**config.mk**
```make
export PLATFORM = sky130hd
export DESIGN_NAME = uart_tx_sched
export DESIGN_NICKNAME = d
export VERILOG_FILES = /design/src/rtl/uart_tx_sched.sv
export SDC_FILE = /design/constraint.sdc
export NUM_CORES = 1
export LEC_CHECK = 0
export CORE_ASPECT_RATIO = 0.7
export CORE_MARGIN = 2
export CORE_UTILIZATION = 35
export CTS_CLUSTER_SIZE = 16
export DETAILED_ROUTE_END_ITERATION = 7
export PLACE_DENSITY = 0.64
export SLEW_MARGIN = 5
export SYNTH_ARGS = -nofsm -noshare
export SYNTH_HDL_FRONTEND = slang
export SYNTH_SLANG_ARGS = --single-unit
export TNS_END_PERCENT = 1
```
**constraint.sdc**
```tcl
create_clock -name SYSCLK -period 2.8 [get_ports SYSCLK]
set_clock_uncertainty 0.1 [all_clocks]
set_input_delay 0.56 -clock SYSCLK [delete_from_list [all_inputs] [get_ports SYSCLK]]
set_output_delay 0.56 -clock SYSCLK [all_outputs]
set_load 0.1 [all_outputs]
```
**src/rtl/uart_tx_sched.sv**
```systemverilog
// rtl/uart_tx_sched.sv - two-client round-robin UART 8N1 transmitter
// One grant per frame; the IDLE cycle between frames is the arbitration slot.
module uart_tx_sched #(
  parameter int CLKS_PER_BIT = 87
) (
  input  logic       SYSCLK,
  input  logic       NSYSRESET,
  input  logic       REQ0,
  input  logic [7:0] DATA0,
  output logic       ACK0,
  input  logic       REQ1,
  input  logic [7:0] DATA1,
  output logic       ACK1,
  output logic       TXD,
  output logic       BUSY,
  output logic       LAST_GNT
);

  typedef enum logic [1:0] {S_IDLE, S_START, S_DATA, S_STOP} state_t;

  localparam logic [15:0] BAUD_MAX = 16'(CLKS_PER_BIT - 1);

  state_t      r_state, w_state_nxt;
  logic [15:0] r_baud, w_baud_nxt;
  logic [2:0]  r_bit, w_bit_nxt;
  logic [7:0]  r_shift, w_shift_nxt;
  logic        r_txd, w_txd_nxt;
  logic        r_ack0, w_ack0_nxt;
  logic        r_ack1, w_ack1_nxt;
  logic        r_last_gnt, w_last_gnt_nxt;
  logic        w_baud_wrap;
  logic        w_gnt;

  assign w_baud_wrap = (r_baud == BAUD_MAX);

  always_ff @(posedge SYSCLK or negedge NSYSRESET) begin
    if (!NSYSRESET) begin
      r_state    <= S_IDLE;
      r_baud     <= 16'd0;
      r_bit      <= 3'd0;
      r_shift    <= 8'd0;
      r_txd      <= 1'b1;
      r_ack0     <= 1'b0;
      r_ack1     <= 1'b0;
      r_last_gnt <= 1'b1;
    end else begin
      r_state    <= w_state_nxt;
      r_baud     <= w_baud_nxt;
      r_bit      <= w_bit_nxt;
      r_shift    <= w_shift_nxt;
      r_txd      <= w_txd_nxt;
      r_ack0     <= w_ack0_nxt;
      r_ack1     <= w_ack1_nxt;
      r_last_gnt <= w_last_gnt_nxt;
    end
  end

  always_comb begin
    w_state_nxt    = r_state;
    w_baud_nxt     = r_baud;
    w_bit_nxt      = r_bit;
    w_shift_nxt    = r_shift;
    w_txd_nxt      = r_txd;
    w_ack0_nxt     = 1'b0;
    w_ack1_nxt     = 1'b0;
    w_last_gnt_nxt = r_last_gnt;
    w_gnt          = 1'b0;
    case (r_state)
      S_IDLE: begin
        w_baud_nxt = 16'd0;
        w_bit_nxt  = 3'd0;
        w_txd_nxt  = 1'b1;
        if (REQ0 || REQ1) begin
          // On a tie the client that was not served last wins.
          w_gnt          = (REQ0 && REQ1) ? ~r_last_gnt : REQ1;
          w_shift_nxt    = w_gnt ? DATA1 : DATA0;
          w_ack0_nxt     = ~w_gnt;
          w_ack1_nxt     = w_gnt;
          w_last_gnt_nxt = w_gnt;
          w_txd_nxt      = 1'b0;
          w_state_nxt    = S_START;
        end
      end
      S_START: begin
        w_baud_nxt = w_baud_wrap ? 16'd0 : r_baud + 16'd1;
        if (w_baud_wrap) begin
          w_txd_nxt   = r_shift[0];
          w_state_nxt = S_DATA;
        end
      end
      S_DATA: begin
        w_baud_nxt = w_baud_wrap ? 16'd0 : r_baud + 16'd1;
        if (w_baud_wrap) begin
          if (r_bit == 3'd7) begin
            w_txd_nxt   = 1'b1;
            w_state_nxt = S_STOP;
          end else begin
            // TXD takes the next bit straight from the pre-shift register.
            w_bit_nxt   = r_bit + 3'd1;
            w_shift_nxt = {1'b0, r_shift[7:1]};
            w_txd_nxt   = r_shift[1];
          end
        end
      end
      S_STOP: begin
        w_baud_nxt = w_baud_wrap ? 16'd0 : r_baud + 16'd1;
        w_txd_nxt  = 1'b1;
        if (w_baud_wrap) begin
          w_state_nxt = S_IDLE;
        end
      end
      default: begin
        w_state_nxt = S_IDLE;
      end
    endcase
  end

  assign ACK0     = r_ack0;
  assign ACK1     = r_ack1;
  assign TXD      = r_txd;
  assign BUSY     = (r_state != S_IDLE);
  assign LAST_GNT = r_last_gnt;

endmodule

```
==> impl_metrics.tcl, run 1 <==
set metrics [dict create \
    grt_first_pass_wirelength_mm 6.548 \
    htree_levels 2 \
    synth_nets 206 \
    worstMarginPinSlew_ns 0.5789 \
    wl_per_cell_um 13.09 \
    final_cell_mix "dfrtp_1 (31), nor2_1 (19), clkdlybuf4s50_1 (19)" \
    dieHeight_um 65.17 \
    cp.required_ns 2.14 \
    drt_wl_total_mm 3.599 \
    period_needed_ns 2.134 \
    max-slew-margin-rel_pct 61.40 \
    firstDrtPassIters 4 \
    cap_violations 0 \
    row_count 22 \
    async_flop_share_pct 100.0 \
    grt_usage_pct 13.92 \
    dp_hpwl_mm 2.575 \
    max_freq_mhz 468.6 \
    finalHoldViolCount 0 \
    cts_tree "yes" \
    yosysWarnings 0 \
    gp_congestion 0.7458 \
    yosys_most_used_dff "dfrtp_1" \
    grt_pass1_vias 1359 \
    postCtsSetupBuffers 0 \
    synthCells 177 \
    initial_utilization_pct 35.95 \
    antenna_found_initial 0 \
    worstSetupPathType "reg2out" \
    ctsResizeCount 0 \
    ctsHoldBuffers 0 \
    netlist_area_mm2 0.001871 \
    seq_area_frac_synth_pct 44.28 \
    postRouteAntennaNets 0 \
    grt-ovfl-total 0 \
    synth_edf_count 0 \
    power_leakage_uw 0.001008 \
    critPathLaunchType "register" \
    cellPowerDensity_mw_per_mm2 392.5 \
    layout_commonest_cell "dfrtp_1" \
    clkSlewWorstSetupHoldPaths_ns 0.06 \
    ff2ff_path_depth 7 \
    area_delta_synth_final_pct 20.60 \
    arrival_ns 1.47 \
    hold_path_class "reg2reg" \
    path_max_fanout 8 \
    worstSkewPairLatency_ns 0.28 \
    postSynthAreaPerCell_um2 10.57 \
    coreArea_mm2 0.005202 \
    portBuffers 24 \
    drive_gt1_share_pct 12.32 \
    grt_max_degree 34 \
    tns_ns 0 \
    die_w_um 91.38 \
    synth_cell_types 43 \
    end_kind "primary output" \
    ir_drop_uv 125.1 \
    num-nets-final 232 \
    rsz0062_at_grt "no" \
    dieArea_mm2 0.005954 \
    vias_per_cell 4.982 \
    power.total_uw 885.4 \
    min_period_over_period_pct 76.22 \
    ioPinCount 25 \
    diodes 0 \
    drtIter0Drc 60 \
    vias 1370 \
    drc_errors 0 \
    cts_buffer_depth 2 \
    yosys_register_bits 33 \
    clock-sinks 33 \
    root_buffer "clkbuf_8" \
    cts_buffers 5 \
    maxSlewViolCount 0 \
    status "completed" \
    setup_violations 0 \
    holdPathStages 1 \
]
==> synth_stat cells (all sizes together), types with 2 or more instances <==
cell type | number | area [um2]
and3 | 3 | 20.02
a21oi | 3 | 15.01
dfstp | 2 | 52.55
mux2 | 10 | 116.4
o21ai | 11 | 55.05
ha | 9 | 112.6
xor2 | 6 | 52.55
nand3 | 7 | 35.03
o311ai | 2 | 17.52
clkbuf | 4 | 15.01
o31ai | 2 | 15.01
nor2 | 19 | 71.32
nor4 | 2 | 27.53
a21boi | 2 | 15.01
inv | 4 | 15.01
or3 | 2 | 12.51
mux2i | 9 | 90.09
dfrtp | 31 | 775.7
o211ai | 3 | 22.52
nor3 | 2 | 10.01
nand4 | 6 | 52.55
xnor2 | 6 | 52.55
nand2 | 15 | 56.30
buf | 4 | 26.27
==> flip-flops by register name, indices dropped and copies added, names as in the netlist <==
name / cells
ACK0: 1
ACK1: 1
LAST_GNT: 1
TXD: 1
r_baud: 16
r_bit: 3
r_shift: 8
r_state: 2
==> cell type report <==
cell class,instances,area [um2]
clock buffer,7,86.33
tap,72,90.09
fill,498,2947
sequential,33,828.3
inverter,4,15.01
timing repair buffer,27,250.2
multi-input combinational,132,985.9
==> layer usage <==
layer / vias to the layer above / routed length (um) / track usage [%]
met3: 8 / 102 / 3.440
met4: 0 / 59 / 5.682
met1: 658 / 1901 / 19.26
met5: - / 0 / 0
met2: 21 / 1535 / 21.02
li1: 683 / - / -
==> through the flow <==
stage | instance area (um2) | hold slack [ns] | utilization, % | setup slack (ns) | cells
2_1_floorplan | 1871 | 0.1644 | - | 0.4012 | 177
3_3_place_gp | 2170 | 0.3762 | 41.70 | 0.5311 | 268
3_5_place_dp | 2170 | 0.3825 | 41.70 | 0.5199 | 268
4_1_cts | 2256 | 0.3981 | 43.36 | 0.6382 | 275
5_1_grt | 2256 | 0.4117 | 43.36 | 0.5578 | 275
6_report | 2256 | 0.3929 | 43.36 | 0.6659 | 275
==> critical path, cell delays in order (launching register included) <==
cell,delay [ns]
dfrtp_1,0.40
inv_1,0.13
ha_1,0.31
inv_1,0.10
buf_4,0.24
==> path summary, 6_finish.rpt <==
kind                                   startpoint                endpoint  slack, ns
min in group asynchronous               NSYSRESET     r_baud[0]$_DFF_PN0_       0.59
max in group asynchronous               NSYSRESET    LAST_GNT$_DFFE_PN1P_       1.68
hold / removal             r_shift[3]$_DFFE_PN0P_  r_shift[3]$_DFFE_PN0P_       0.39
hold reg to reg            r_shift[3]$_DFFE_PN0P_  r_shift[3]$_DFFE_PN0P_       0.39
setup reg to reg           r_state[0]$_DFFE_PN0P_  r_shift[2]$_DFFE_PN0P_       0.69
setup / recovery           r_state[0]$_DFFE_PN0P_                    BUSY       0.67
==> where the power goes <==
part / leakage, uW / switching (uW) / total (uW) / internal (uW)
logic: 0.000530 / 20.6 / 52.8 / 32.3
clock network: 0.0000443 / 161 / 356 / 195
registers: 0.000434 / 0 / 477 / 477
total: 0.00101 / 181 / 885 / 704
==> cell families (layout without fill, tap and decap cells) <==
group / after synthesis / in the layout / share of synthesized area, %
multiplexers: 19 / 19 / 11.04
AND/OR/NAND/NOR: 65 / 65 / 20.67
XOR/XNOR: 12 / 12 / 5.619
AO/OA/AOI/OAI: 27 / 27 / 9.364
adder cells (fa/ha/maj): 9 / 9 / 6.020
flip-flops: 33 / 33 / 44.28
buffers and inverters: 12 / 38 / 3.009
Power figures use the tool's default switching activity.
==> inputs of run 2 (changes only) <==
--- a/config.mk
+++ b/config.mk
@@ -10,7 +10,7 @@
 export CORE_UTILIZATION = 35
 export CTS_CLUSTER_SIZE = 16
 export DETAILED_ROUTE_END_ITERATION = 7
-export PLACE_DENSITY = 0.64
+export PLACE_DENSITY = 0.66
 export SLEW_MARGIN = 5
 export SYNTH_ARGS = -nofsm -noshare
 export SYNTH_HDL_FRONTEND = slang
==> constraint.sdc (replaced) <==
create_clock -name SYSCLK -period 1.9 [get_ports SYSCLK]
set_clock_uncertainty 0.1 [all_clocks]
set_input_delay 0.38 -clock SYSCLK [delete_from_list [all_inputs] [get_ports SYSCLK]]
set_output_delay 0.38 -clock SYSCLK [all_outputs]
set_load 0.1 [all_outputs]
==> impl_metrics.tcl, run 2 (synthesis results as in run 1) <==
set metrics [dict create \
    status "finished, violations left" \
    violations "setup timing" \
    comb_power_share_pct 6.4 \
    use_met3_pct 3.899 \
    critPathLaunchType "register" \
    cp.required_ns 1.42 \
    portBuffers 24 \
    diodes 0 \
    cp_cell_sequence "inv_2, ha_4, clkinvlp_4, buf_6, buf_12" \
    grt_first_pass_wirelength_mm 7.120 \
    wl_per_cell_um 13.42 \
    p_int_uw 1006 \
    period_needed_ns 1.912 \
    grt_busiest_layer "met2" \
    end_kind "primary output" \
    worstSetupPathType "reg2out" \
    reg_top3 "r_baud: 16 flops, r_shift: 8 flops, r_bit: 3 flops" \
    initial_utilization_pct 35.95 \
    dp_hpwl_mm 2.779 \
    gp_congestion 0.7245 \
    postRouteAntennaNets 0 \
    coreArea_mm2 0.005202 \
    cap_violations 0 \
    met2_usage_pct 22.41 \
    max_freq_mhz 523.1 \
    grt_max_degree 34 \
    cts_buffers 5 \
    crit_buf_inv 4 \
    max-slew-margin-rel_pct 71.95 \
    area_delta_synth_final_pct 39.26 \
    cellPowerDensity_mw_per_mm2 502.6 \
    place_area_mm2 0.002414 \
    worstMarginPinSlew_ns 0.4208 \
    layout_commonest_cell "dfrtp_1" \
    drc_errors 0 \
    rsz0062_at_grt "yes" \
    grt_usage_pct 15.52 \
    drt_wl_total_mm 4.067 \
    fillers 462 \
    path_max_fanout 4 \
    arrival_ns 1.43 \
    regMostFlops "r_baud" \
    tns_ns -0.01359 \
    clock_power_share_pct 40.0 \
    grt_pass1_vias 1461 \
    setup_violations 2 \
    hold_path_class "in2reg" \
    cts_buffer_depth 2 \
    firstDrtPassIters 4 \
    drive_gt1_share_pct 28.57 \
    cp_slowest_cell "dfrtp_1" \
    ir_drop_uv 218.9 \
    clock-sinks 33 \
    die_w_um 91.38 \
    ioPinCount 25 \
    swShare_pct 23.16 \
    root_buffer "clkbuf_8" \
    dieArea_mm2 0.005954 \
    max_stage_delay_ns 0.42 \
    vias_per_cell 4.894 \
    grt-ovfl-total 0 \
    antenna_found_initial 0 \
    ctsHoldBuffers 0 \
    critPathTopFamily "buffers and inverters" \
    largest_reg_flops 16 \
    p_sw_uw 303.2 \
    final_cell_mix "dfrtp_1 (30), buf_4 (28), nor2_1 (19)" \
    final_area_mm2 0.002605 \
    pwr-share-seq_pct 53.6 \
    num-nets-final 259 \
    min_period_over_period_pct 100.6 \
    use_met1_pct 21.82 \
    power.total_uw 1309 \
    vias 1483 \
    finalHoldViolCount 0 \
    dieHeight_um 65.17 \
    worstSkewPairLatency_ns 0.29 \
    setup_ws_ns -0.01162 \
    cts_tree "yes" \
    htree_levels 2 \
    clkSlewWorstSetupHoldPaths_ns 0.08 \
    maxSlewViolCount 0 \
    drtIter0Drc 54 \
    row_count 22 \
    power_leakage_uw 0.001164 \
]
==> run 2: final timing paths <==
| check | from | end | slack [ns] | depth (start not counted) |
|---|---|---|---|---|
| max | r_state[0]$_DFFE_PN0P_ | BUSY | -0.01 | 5 |
| min | REQ0 | LAST_GNT$_DFFE_PN1P_ | 0.36 | 2 |
| max reg2reg | r_state[1]$_DFFE_PN0P_ | r_state[1]$_DFFE_PN0P_ | 0 | 5 |
| min reg2reg | r_shift[7]$_DFFE_PN0P_ | r_shift[7]$_DFFE_PN0P_ | 0.39 | 1 |
| max in group asynchronous | NSYSRESET | TXD$_DFFE_PN1P_ | 0.98 | 2 |
| min in group asynchronous | NSYSRESET | r_shift[0]$_DFFE_PN0P_ | 0.38 | 2 |
==> run 2: power groups by stage <==
| stage | Combinational (uW) | Sequential (uW) | Clock (uW) |
|---|---|---|---|
| final | 83.7 | 702 | 523 |
| after CTS | 81.7 | 702 | 534 |
| after detailed placement | 81.5 | 716 | 0 |
| after global routing | 94.6 | 702 | 564 |
| after floorplan | 19.6 | 716 | 0 |
| after global placement | 80.8 | 716 | 0 |
==> run 2: layout make-up <==
type / count / area, um2 / area share, %
Timing Repair Buffer: 54 / 519.2 / 19.93
Clock inverter: 2 / 10.01 / 0.3842
Multi-Input combinational cell: 132 / 1065 / 40.87
Sequential cell: 33 / 829.5 / 31.84
Inverter: 4 / 18.77 / 0.7205
Clock buffer: 6 / 72.57 / 2.786
Tap cell: 72 / 90.09 / 3.458
==> run 2: what timing repair did <==
| item | CTS | global route |
|---|---|---|
| cloned | 0 | 1 |
| endpoints found under the setup margin | 2 | 12 |
| pin swaps | 3 | 5 |
| buffers inserted | 3 | 1 |
| gates resized for setup | 4 | 15 |
==> run 2: through the flow <==
stage | hold slack [ns] | util [%] | setup slack (ns) | std cells
CTS | 0.3998 | 48.73 | -0.01766 | 301
detailed placement | 0.3821 | 46.39 | -0.1918 | 290
finish | 0.3608 | 50.07 | -0.01162 | 303
global placement | 0.3763 | 46.39 | -0.1693 | 290
floorplan | -0.01559 | - | -0.3475 | 177
global route | 0.3850 | 50.07 | -0.06933 | 303
==> run 2: layer usage <==
metal	routed length, um	up-vias
met2	1767	21
met5	0	-
met3	153	6
li1	-	738
met1	2072	718
met4	73	0
